===== config.mk =====
export PLATFORM = sky130hd
export DESIGN_NAME = game_ctrl
export DESIGN_NICKNAME = d
export VERILOG_FILES = /design/src/rtl/game_pkg.sv /design/src/rtl/game_speed_ramp.sv /design/src/rtl/game_ctrl.sv
export SDC_FILE = /design/constraint.sdc
export NUM_CORES = 1
export LEC_CHECK = 0
export CAP_MARGIN = 20
export CORE_MARGIN = 5
export CORE_UTILIZATION = 45
export CTS_CLUSTER_SIZE = 8
export DETAILED_ROUTE_END_ITERATION = 12
export MAX_ROUTING_LAYER = met4
export PLACE_DENSITY = 0.8
export SLEW_MARGIN = 30
export SYNTH_ARGS = -nofsm -noshare
export SYNTH_HDL_FRONTEND = slang
export SYNTH_SLANG_ARGS = --single-unit

===== constraint.sdc =====
create_clock -name clk -period 2 [get_ports clk]
set_clock_uncertainty 0.05 [all_clocks]
set_input_delay 0.4 -clock clk [delete_from_list [all_inputs] [get_ports clk]]
set_output_delay 0.4 -clock clk [all_outputs]
set_load 0.02 [all_outputs]

===== src/rtl/game_pkg.sv =====
// Shared types and playfield constants for the pong match sequencer.
// Latency: none (types and constants only).
// Backpressure: none.
package game_pkg;

  // FSM encoding is visible on the state port, so values are fixed.
  typedef enum logic [2:0] {
    IDLE  = 3'd0,
    SERVE = 3'd1,
    PLAY  = 3'd2,
    POINT = 3'd3,
    OVER  = 3'd4
  } state_t;

  localparam logic [1:0] WIN_NONE  = 2'b00;
  localparam logic [1:0] WIN_LEFT  = 2'b01;
  localparam logic [1:0] WIN_RIGHT = 2'b10;

  // Playfield x limits; coordinates at or above WRAP_TH are a left-edge underflow.
  localparam logic [9:0] MISS_L  = 10'd16;
  localparam logic [9:0] MISS_R  = 10'd624;
  localparam logic [9:0] WRAP_TH = 10'd960;

endpackage


===== src/rtl/game_speed_ramp.sv =====
// Ball speed ramp: +1 speed every HITS_PER_STEP paddle hits, saturating at SPEED_MAX.
// Latency: ball_speed updates on the clk edge after the qualifying hit/clear.
// Backpressure: none; clear has priority over hit.
module speed_ramp #(
  parameter int SPEED_MIN     = 2,
  parameter int SPEED_MAX     = 6,
  parameter int HITS_PER_STEP = 4
) (
  input  logic       clk,
  input  logic       reset,
  input  logic       clear,
  input  logic       hit,
  output logic [3:0] ball_speed
);

  localparam logic [3:0] SMIN  = 4'(SPEED_MIN);
  localparam logic [3:0] SMAX  = 4'(SPEED_MAX);
  localparam logic [3:0] HLAST = 4'(HITS_PER_STEP - 1);

  logic [3:0] hit_cnt;

  // Count hits; on the last hit of a step wrap the counter and bump speed unless saturated.
  always_ff @(posedge clk or posedge reset) begin
    if (reset) begin
      hit_cnt    <= 4'd0;
      ball_speed <= SMIN;
    end else if (clear) begin
      hit_cnt    <= 4'd0;
      ball_speed <= SMIN;
    end else if (hit) begin
      if (hit_cnt == HLAST) begin
        hit_cnt <= 4'd0;
        if (ball_speed < SMAX) ball_speed <= ball_speed + 4'd1;
      end else begin
        hit_cnt <= hit_cnt + 4'd1;
      end
    end
  end

endmodule


===== src/rtl/game_ctrl.sv =====
// Pong match sequencer: serve hold, miss detection, scoring, winner, speed ramp.
// Latency: all outputs registered, one clk after the qualifying condition.
// Backpressure: none; PLAY decisions are taken only on refresh_tick.
module game_ctrl
  import game_pkg::*;
#(
  parameter int WIN_SCORE     = 7,
  parameter int SERVE_TICKS   = 60,
  parameter int SPEED_MIN     = 2,
  parameter int SPEED_MAX     = 6,
  parameter int HITS_PER_STEP = 4
) (
  input  logic       clk,
  input  logic       reset,
  input  logic       refresh_tick,
  input  logic       start,
  input  logic [9:0] ball_x,
  input  logic [9:0] ball_dx,
  output logic       ball_rst,
  output logic [3:0] ball_speed,
  output logic [3:0] score1,
  output logic [3:0] score2,
  output logic [2:0] state,
  output logic [1:0] winner
);

  localparam logic [3:0] WIN_S      = 4'(WIN_SCORE);
  localparam logic [7:0] SERVE_LAST = 8'(SERVE_TICKS - 1);

  state_t     st;
  logic [7:0] serve_cnt;
  logic       prev_dir;

  logic left_miss, right_miss, hit, win_l, win_r, ramp_clear;

  // Only the direction bit of the velocity matters here.
  logic unused_dx;
  assign unused_dx = ^ball_dx[8:0];

  assign state      = st;
  assign left_miss  = (ball_x <= MISS_L) || (ball_x >= WRAP_TH);
  assign right_miss = (ball_x >= MISS_R) && (ball_x < WRAP_TH);
  // A miss on the same tick suppresses the hit.
  assign hit        = (st == PLAY) && refresh_tick && !left_miss && !right_miss &&
                      (ball_dx[9] != prev_dir);
  assign win_l      = (score1 == WIN_S);
  assign win_r      = (score2 == WIN_S);
  // Speed is held at its minimum outside rallies, and frozen in OVER until a new game.
  assign ramp_clear = (st == IDLE) || (st == SERVE) ||
                      ((st == POINT) && !win_l && !win_r) ||
                      ((st == OVER) && start);

  speed_ramp #(
    .SPEED_MIN    (SPEED_MIN),
    .SPEED_MAX    (SPEED_MAX),
    .HITS_PER_STEP(HITS_PER_STEP)
  ) u_speed_ramp (
    .clk       (clk),
    .reset     (reset),
    .clear     (ramp_clear),
    .hit       (hit),
    .ball_speed(ball_speed)
  );

  // Match FSM with serve counter, direction history and registered scoring outputs.
  always_ff @(posedge clk or posedge reset) begin
    if (reset) begin
      st        <= IDLE;
      ball_rst  <= 1'b1;
      score1    <= 4'd0;
      score2    <= 4'd0;
      winner    <= WIN_NONE;
      serve_cnt <= 8'd0;
      prev_dir  <= 1'b1;
    end else begin
      case (st)
        IDLE: begin
          ball_rst  <= 1'b1;
          score1    <= 4'd0;
          score2    <= 4'd0;
          winner    <= WIN_NONE;
          serve_cnt <= 8'd0;
          prev_dir  <= 1'b1;
          if (start) st <= SERVE;
        end
        SERVE: begin
          ball_rst <= 1'b1;
          prev_dir <= 1'b1;
          if (refresh_tick) begin
            if (serve_cnt == SERVE_LAST) begin
              serve_cnt <= 8'd0;
              ball_rst  <= 1'b0;
              st        <= PLAY;
            end else begin
              serve_cnt <= serve_cnt + 8'd1;
            end
          end
        end
        PLAY: begin
          if (refresh_tick) begin
            prev_dir <= ball_dx[9];
            if (left_miss) begin
              score2 <= score2 + 4'd1;
              st     <= POINT;
            end else if (right_miss) begin
              score1 <= score1 + 4'd1;
              st     <= POINT;
            end
          end
        end
        POINT: begin
          ball_rst  <= 1'b1;
          serve_cnt <= 8'd0;
          if (win_l) begin
            winner <= WIN_LEFT;
            st     <= OVER;
          end else if (win_r) begin
            winner <= WIN_RIGHT;
            st     <= OVER;
          end else begin
            st <= SERVE;
          end
        end
        OVER: begin
          ball_rst <= 1'b1;
          if (start) begin
            score1    <= 4'd0;
            score2    <= 4'd0;
            winner    <= WIN_NONE;
            serve_cnt <= 8'd0;
            st        <= SERVE;
          end
        end
        default: st <= IDLE;
      endcase
    end
  end

endmodule


* Word-level counts from Yosys, hierarchy flattened
Cells that the tools add are included.
** Word-level totals
- Flip-flop bits (word level) :: 31
- Output and inout port bits :: 18
** Operators by class
- Eq/ne operators :: 19
- $lt $le $gt $ge :: 5
- $add $sub $neg :: 5
- Reduce and logical (&&, ||, !) cells :: 36
- Muxes and demuxes :: 37
** Operators by type and width (count)
- $mux W4 :: 13
- $mux W3 :: 8
- $mux W8 :: 3
- $pmux W4 S3 :: 2
- $pmux W8 S3 :: 1
- $ge A10 B10 Y1 const B :: 2
- $add A4 B1 Y4 const B :: 4
- $ne A2 B2 Y1 const B :: 6
- $pmux W3 S4 :: 1
- $le A10 B5 Y1 const B :: 1
- $lt A10 B10 Y1 const B :: 1
- $reduce_and A5 Y1 :: 2
- $reduce_bool A2 Y1 :: 5
- $reduce_and A3 Y1 :: 3
- $reduce_bool A3 Y1 :: 3
- $add A8 B1 Y8 const B :: 1
- $eq A4 B3 Y1 const B :: 2
- $eq A8 B6 Y1 const B :: 1
- $logic_and A1 B1 Y1 :: 8
- $eq A3 B2 Y1 const B :: 2
- $mux W2 :: 3
- $ne A3 B3 Y1 const B :: 2
- $pmux W2 S3 :: 1
- $reduce_or A2 Y1 :: 3
- other kinds (14) :: 24

* Logic depth before layout (Yosys ltp)
- Word-level depth :: 8
- Depth in mapped cells :: 6

* Cells and area by module
A second synthesis with hierarchy kept.
** Second synthesis, totals
- Cells, all modules :: 194
- Area, all modules :: 1774.2 um^2
** By module, submodules not included
- game_ctrl :: cells an instance 157, instances 1, area each 1383.8 um^2
- speed_ramp :: cells an instance 37, instances 1, area each 390.4 um^2

* Worst setup path before layout
OpenSTA, ideal clock, no wires.
- Kind :: input to register
- Start :: input port ball_x[5]
- End :: register score1[2]
- Required time :: 1.824 ns
- Setup slack :: -0.032 ns
- Arrival :: 1.856 ns
- Buffers on the path :: 1
- Stages on the path :: 5
- Setup time :: 0.126 ns
- Path through :: or4_4 -> o31ai_2 -> buf_2 -> nor4_1 -> a311o_1
** Between the ends
- Longest elaborated chain between the ends :: 4
** Ends and longest elaborated chain
- from (decl) :: RTL line game_ctrl.sv:17 : input logic [9:0] ball_x,
- $ge A10 B10 Y1 (tied with other cells) :: RTL line game_ctrl.sv:42 : assign right_miss = (ball_x >= MISS_R) && (ball_x < WRAP_TH);
- $logic_and A1 B1 Y1 or $logic_or A1 B1 Y1 (tied branches) :: RTL line game_ctrl.sv:42, game_ctrl.sv:41
- $ne A2 B2 Y1 (no source line)
- $reduce_and A5 Y1 (no source line) *
- to (signal assigned) :: RTL line game_ctrl.sv:106 : score1 <= score1 + 4'd1;
- to (decl) :: RTL line game_ctrl.sv:21 : output logic [3:0] score1,
Mark *: on every way between the ends. The rest lies on a longest branch, timed or not.
A chain may end at the register's enable or synchronous reset.

* Final worst setup path
- Start :: input port ball_x[7]
- End :: register score2[0]
** Between the ends
- Longest elaborated chain between the ends :: 4
** Ends and longest elaborated chain
- $le A10 B5 Y1 or $ge A10 B10 Y1 (tied branches) :: RTL line game_ctrl.sv:41 : assign left_miss = (ball_x <= MISS_L) || (ball_x >= WRAP_TH);
- $logic_or A1 B1 Y1 * :: RTL line game_ctrl.sv:41
- $ne A2 B2 Y1 (no source line) *
- $reduce_and A4 Y1 (no source line) *
- to (signal assigned) :: RTL line game_ctrl.sv:103 : score2 <= score2 + 4'd1;
- to (decl) :: RTL line game_ctrl.sv:22 : output logic [3:0] score2,
Marked as above.

==> results.sh <==
export IMPL_synth_cell_types=49
export IMPL_path_class="primary input to register"
export IMPL_finalWorstSetupSlack_ns=-0.0349
export IMPL_power_density_mw_per_mm2=865
export IMPL_wl_per_cell_um=15.1
export IMPL_worst_setup_path_start_kind="primary input"
export IMPL_io_buffers=32
export IMPL_arrival_ns=2.15
export IMPL_synth_top_family_by_area="simple AND/OR/NAND/NOR gates"
export IMPL_finalSetupViolCount=1
export IMPL_cts_tree="yes"
export IMPL_syn_nets=225
export IMPL_drv_cap=0
export IMPL_area_growth_pct=40.4
export IMPL_drive_gt1_share_pct=21.7
export IMPL_fmax_mhz=491
export IMPL_cp_slowest_stage_delay_ns=0.52
export IMPL_ir_drop_mv=0.626
export IMPL_report_final_slew_viol_count=0
export IMPL_grt_pass1_wl_mm=7.97
export IMPL_synth_mux_area_share_pct=2.20
export IMPL_die_w_um=73.6
export IMPL_layout_common_cells="buf_4 (33), dfrtp_1 (27), nand2_1 (21)"
export IMPL_antenna_found_initial=0
export IMPL_hold_class="primary input to asynchronous set/reset pin"
export IMPL_crit_top_cell="buf_4"
export IMPL_core_mm2=0.00397
export IMPL_synth_compound_area_share_pct=21.7
export IMPL_crit_family="compound AO/OA/AOI/OAI gates"
export IMPL_r2r_start="state[2]"
export IMPL_cts_sinks=31
export IMPL_slew_headroom_pct=69.9
export IMPL_critPathMaxFanout=4
export IMPL_grt_overflow_total=0
export IMPL_final_cell_area_mm2=0.00256
export IMPL_syn_area_mm2=0.00182
export IMPL_synthAdderAreaFrac_pct=3.43
export IMPL_cp_end_kind="register"
export IMPL_layout_area_seq_um2=781
export IMPL_violations="setup timing"
export IMPL_r2r_cells=5
export IMPL_grt_pass1_vias=1805
export IMPL_routed_via_count=1795
export IMPL_die_h_um=73.6
export IMPL_multi_input_area_mm2=0.00104
export IMPL_drtAntennaViolNets=0
export IMPL_synth_async_reset_ratio_pct=100
export IMPL_wirelength_mm=4.73
export IMPL_cts_root_buf="clkbuf_8"
export IMPL_critPathBufInv=3
export IMPL_initial_core_util_pct=45.9
export IMPL_ys_seq_area_share_pct=42.8
export IMPL_r2r_end="serve_cnt[7]"
export IMPL_finalPower_w=0.00221
export IMPL_synth_top_flop_cell="dfrtp_1"
export IMPL_numCtsBuffers=5
export IMPL_post_route_period_util_pct=102
export IMPL_via_per_inst=5.73
export IMPL_grt_max_degree=32
export IMPL_nets=291
export IMPL_leakage_nw=1.13
export IMPL_rrSetupSlack_ns=0.13
export IMPL_path_clk_slew_ns=0.06
export IMPL_rsz0062_at_grt="true"
export IMPL_dr_pass1_iters=4
export IMPL_cts_buffer_depth=2
export IMPL_clk_latency_ns=0.28
export IMPL_yosysWarnings=0
export IMPL_finalCriticalPeriod_ns=2.03
export IMPL_crit_required_ns=2.12
export IMPL_place_ws_ns=-0.455
export IMPL_final_common_cell="buf_4"
export IMPL_yosys_area_share_simple_pct=25.3
export IMPL_diodes=0
export IMPL_run_status="complete, but fails checks"
export IMPL_placed_area_mm2=0.00238
export IMPL_cp_startpoint="ball_x[7]"
export IMPL_worstPathCellList="clkdlybuf4s15_2 -> or4_4 -> buf_4 -> o31ai_2 -> buf_4 -> o21ai_0 -> a31o_2"
export IMPL_gp_congestion=0.772
export IMPL_avgSynthCellArea_um2=9.29
export IMPL_finalHoldViolCount=0
export IMPL_worst_pin_slew_ns=0.446
export IMPL_synth_xor_area_share_pct=1.44
export IMPL_slowest_stage="or4_4"
export IMPL_remaining_drc_errors=0
export IMPL_htree_levels=2
export IMPL_dpl_hpwl_mm=3.34
export IMPL_synth_edff_count=0
export IMPL_ys_ff_latch=31
export IMPL_std_cell_rows=23
export IMPL_first_iter_violations=71
export IMPL_grt_usage_pct=19.3
export IMPL_ios=42
export IMPL_synthCells=196
export IMPL_dieArea_mm2=0.00542
export IMPL_final_fill_count=328
==> metal layers <==
metal | GRT usage, % | share of wire (%) | vias up
met5 | - | 0 | -
met2 | 31.7 | 50 | 39
met4 | 9.66 | 1.3 | 0
li1 | - | - | 873
met3 | 4.10 | 4.4 | 6
met1 | 22.1 | 44 | 877
==> timing repair <==
item                                    in CTS  in global routing
gates cloned                                 0                  1
endpoints found under the setup margin      11                 14
setup buffers                                1                  3
hold buffers                                 0                  0
pin swaps                                    6                  2
gates resized for setup                     21                 11
==> state kept, by name, indices dropped and copies added (netlist names) <==
signal                   flops
winner                       2
score2                       4
prev_dir                     1
u_speed_ramp.ball_speed      4
score1                       4
ball_rst                     1
u_speed_ramp.hit_cnt         4
state                        3
serve_cnt                    8
==> stage by stage <==
step	TNS, ns	hold WS (ns)	utilization [%]	std cells
after floorplan	-0.0361	0.426	-	196
after global placement	-5.61	0.436	60.0	300
after detailed placement	-6.22	0.447	60.0	300
after CTS	-0.00374	0.456	62.9	309
after global routing	-0.105	0.470	64.4	313
final	-0.0349	0.448	64.4	313
==> kinds of logic after synthesis <==
family,after synthesis
AND/OR/NAND/NOR,82
AO/OA/AOI/OAI,58
flip-flops,31
buffers and inverters,13
adder cells (fa/ha/maj),5
multiplexers,4
XOR/XNOR,3
==> synth_stat cells (2+ instances only) <==
cell / count / area (um2)
nand3b_1: 3 / 22.5
ha_1: 5 / 62.6
o31a_1: 2 / 17.5
or4_1: 6 / 45.0
nand2b_1: 7 / 43.8
dfstp_2: 3 / 78.8
a211o_1: 2 / 17.5
a311oi_1: 2 / 17.5
clkbuf_1: 4 / 15.0
nand4_1: 2 / 12.5
nor4b_1: 2 / 17.5
dfrtp_1: 28 / 701
nor3b_1: 3 / 22.5
and3b_1: 2 / 17.5
nand2_1: 21 / 78.8
xor2_1: 2 / 17.5
inv_1: 7 / 26.3
mux2i_1: 4 / 40.0
o31ai_1: 6 / 45.0
nor2b_1: 5 / 31.3
o21ai_0: 15 / 75.1
nor4_1: 2 / 12.5
nand3_1: 9 / 45.0
or3_1: 5 / 31.3
nor3_1: 4 / 20.0
and3_1: 2 / 12.5
nor2_1: 7 / 26.3
a21oi_1: 14 / 70.1
o211ai_1: 2 / 15.0
==> where the power goes <==
part | switching, W | internal, W | leakage (nW) | total [W]
sequential | 0.0000851 | 0.000711 | 0.415 | 0.000797
combinational | 0.000514 | 0.000431 | 0.677 | 0.000945
clock | 0.000226 | 0.000244 | 0.0422 | 0.000470
==> worst register-to-register path, delay by kind of cell, from the launching register on <==
family	cells	cell delay, ns
flip-flops	1	0.41
AO/OA/AOI/OAI	3	0.78
buffers and inverters	1	0.19
AND/OR/NAND/NOR	1	0.37
==> area by class of cell <==
class | count | area share [%]
inverter | 7 | 1.03
multi-input combinational | 152 | 40.6
sequential | 31 | 30.5
clock inverter | 1 | 0.196
timing repair buffer | 65 | 22.2
tap | 50 | 2.45
clock buffer | 7 | 2.98
==> worst max path at each step <==
stage                                   end  slack (ns)  depth (start not counted)
floorplan                         score1[2]       -0.03                          5
global placement                  score2[2]       -0.41                          5
detailed placement                score2[2]       -0.46                          5
CTS                 u_speed_ramp.hit_cnt[3]      -0.004                          6
global route                      score2[0]       -0.08                          7
finish                            score2[0]       -0.03                          7
(Power assumes the default switching activity.)
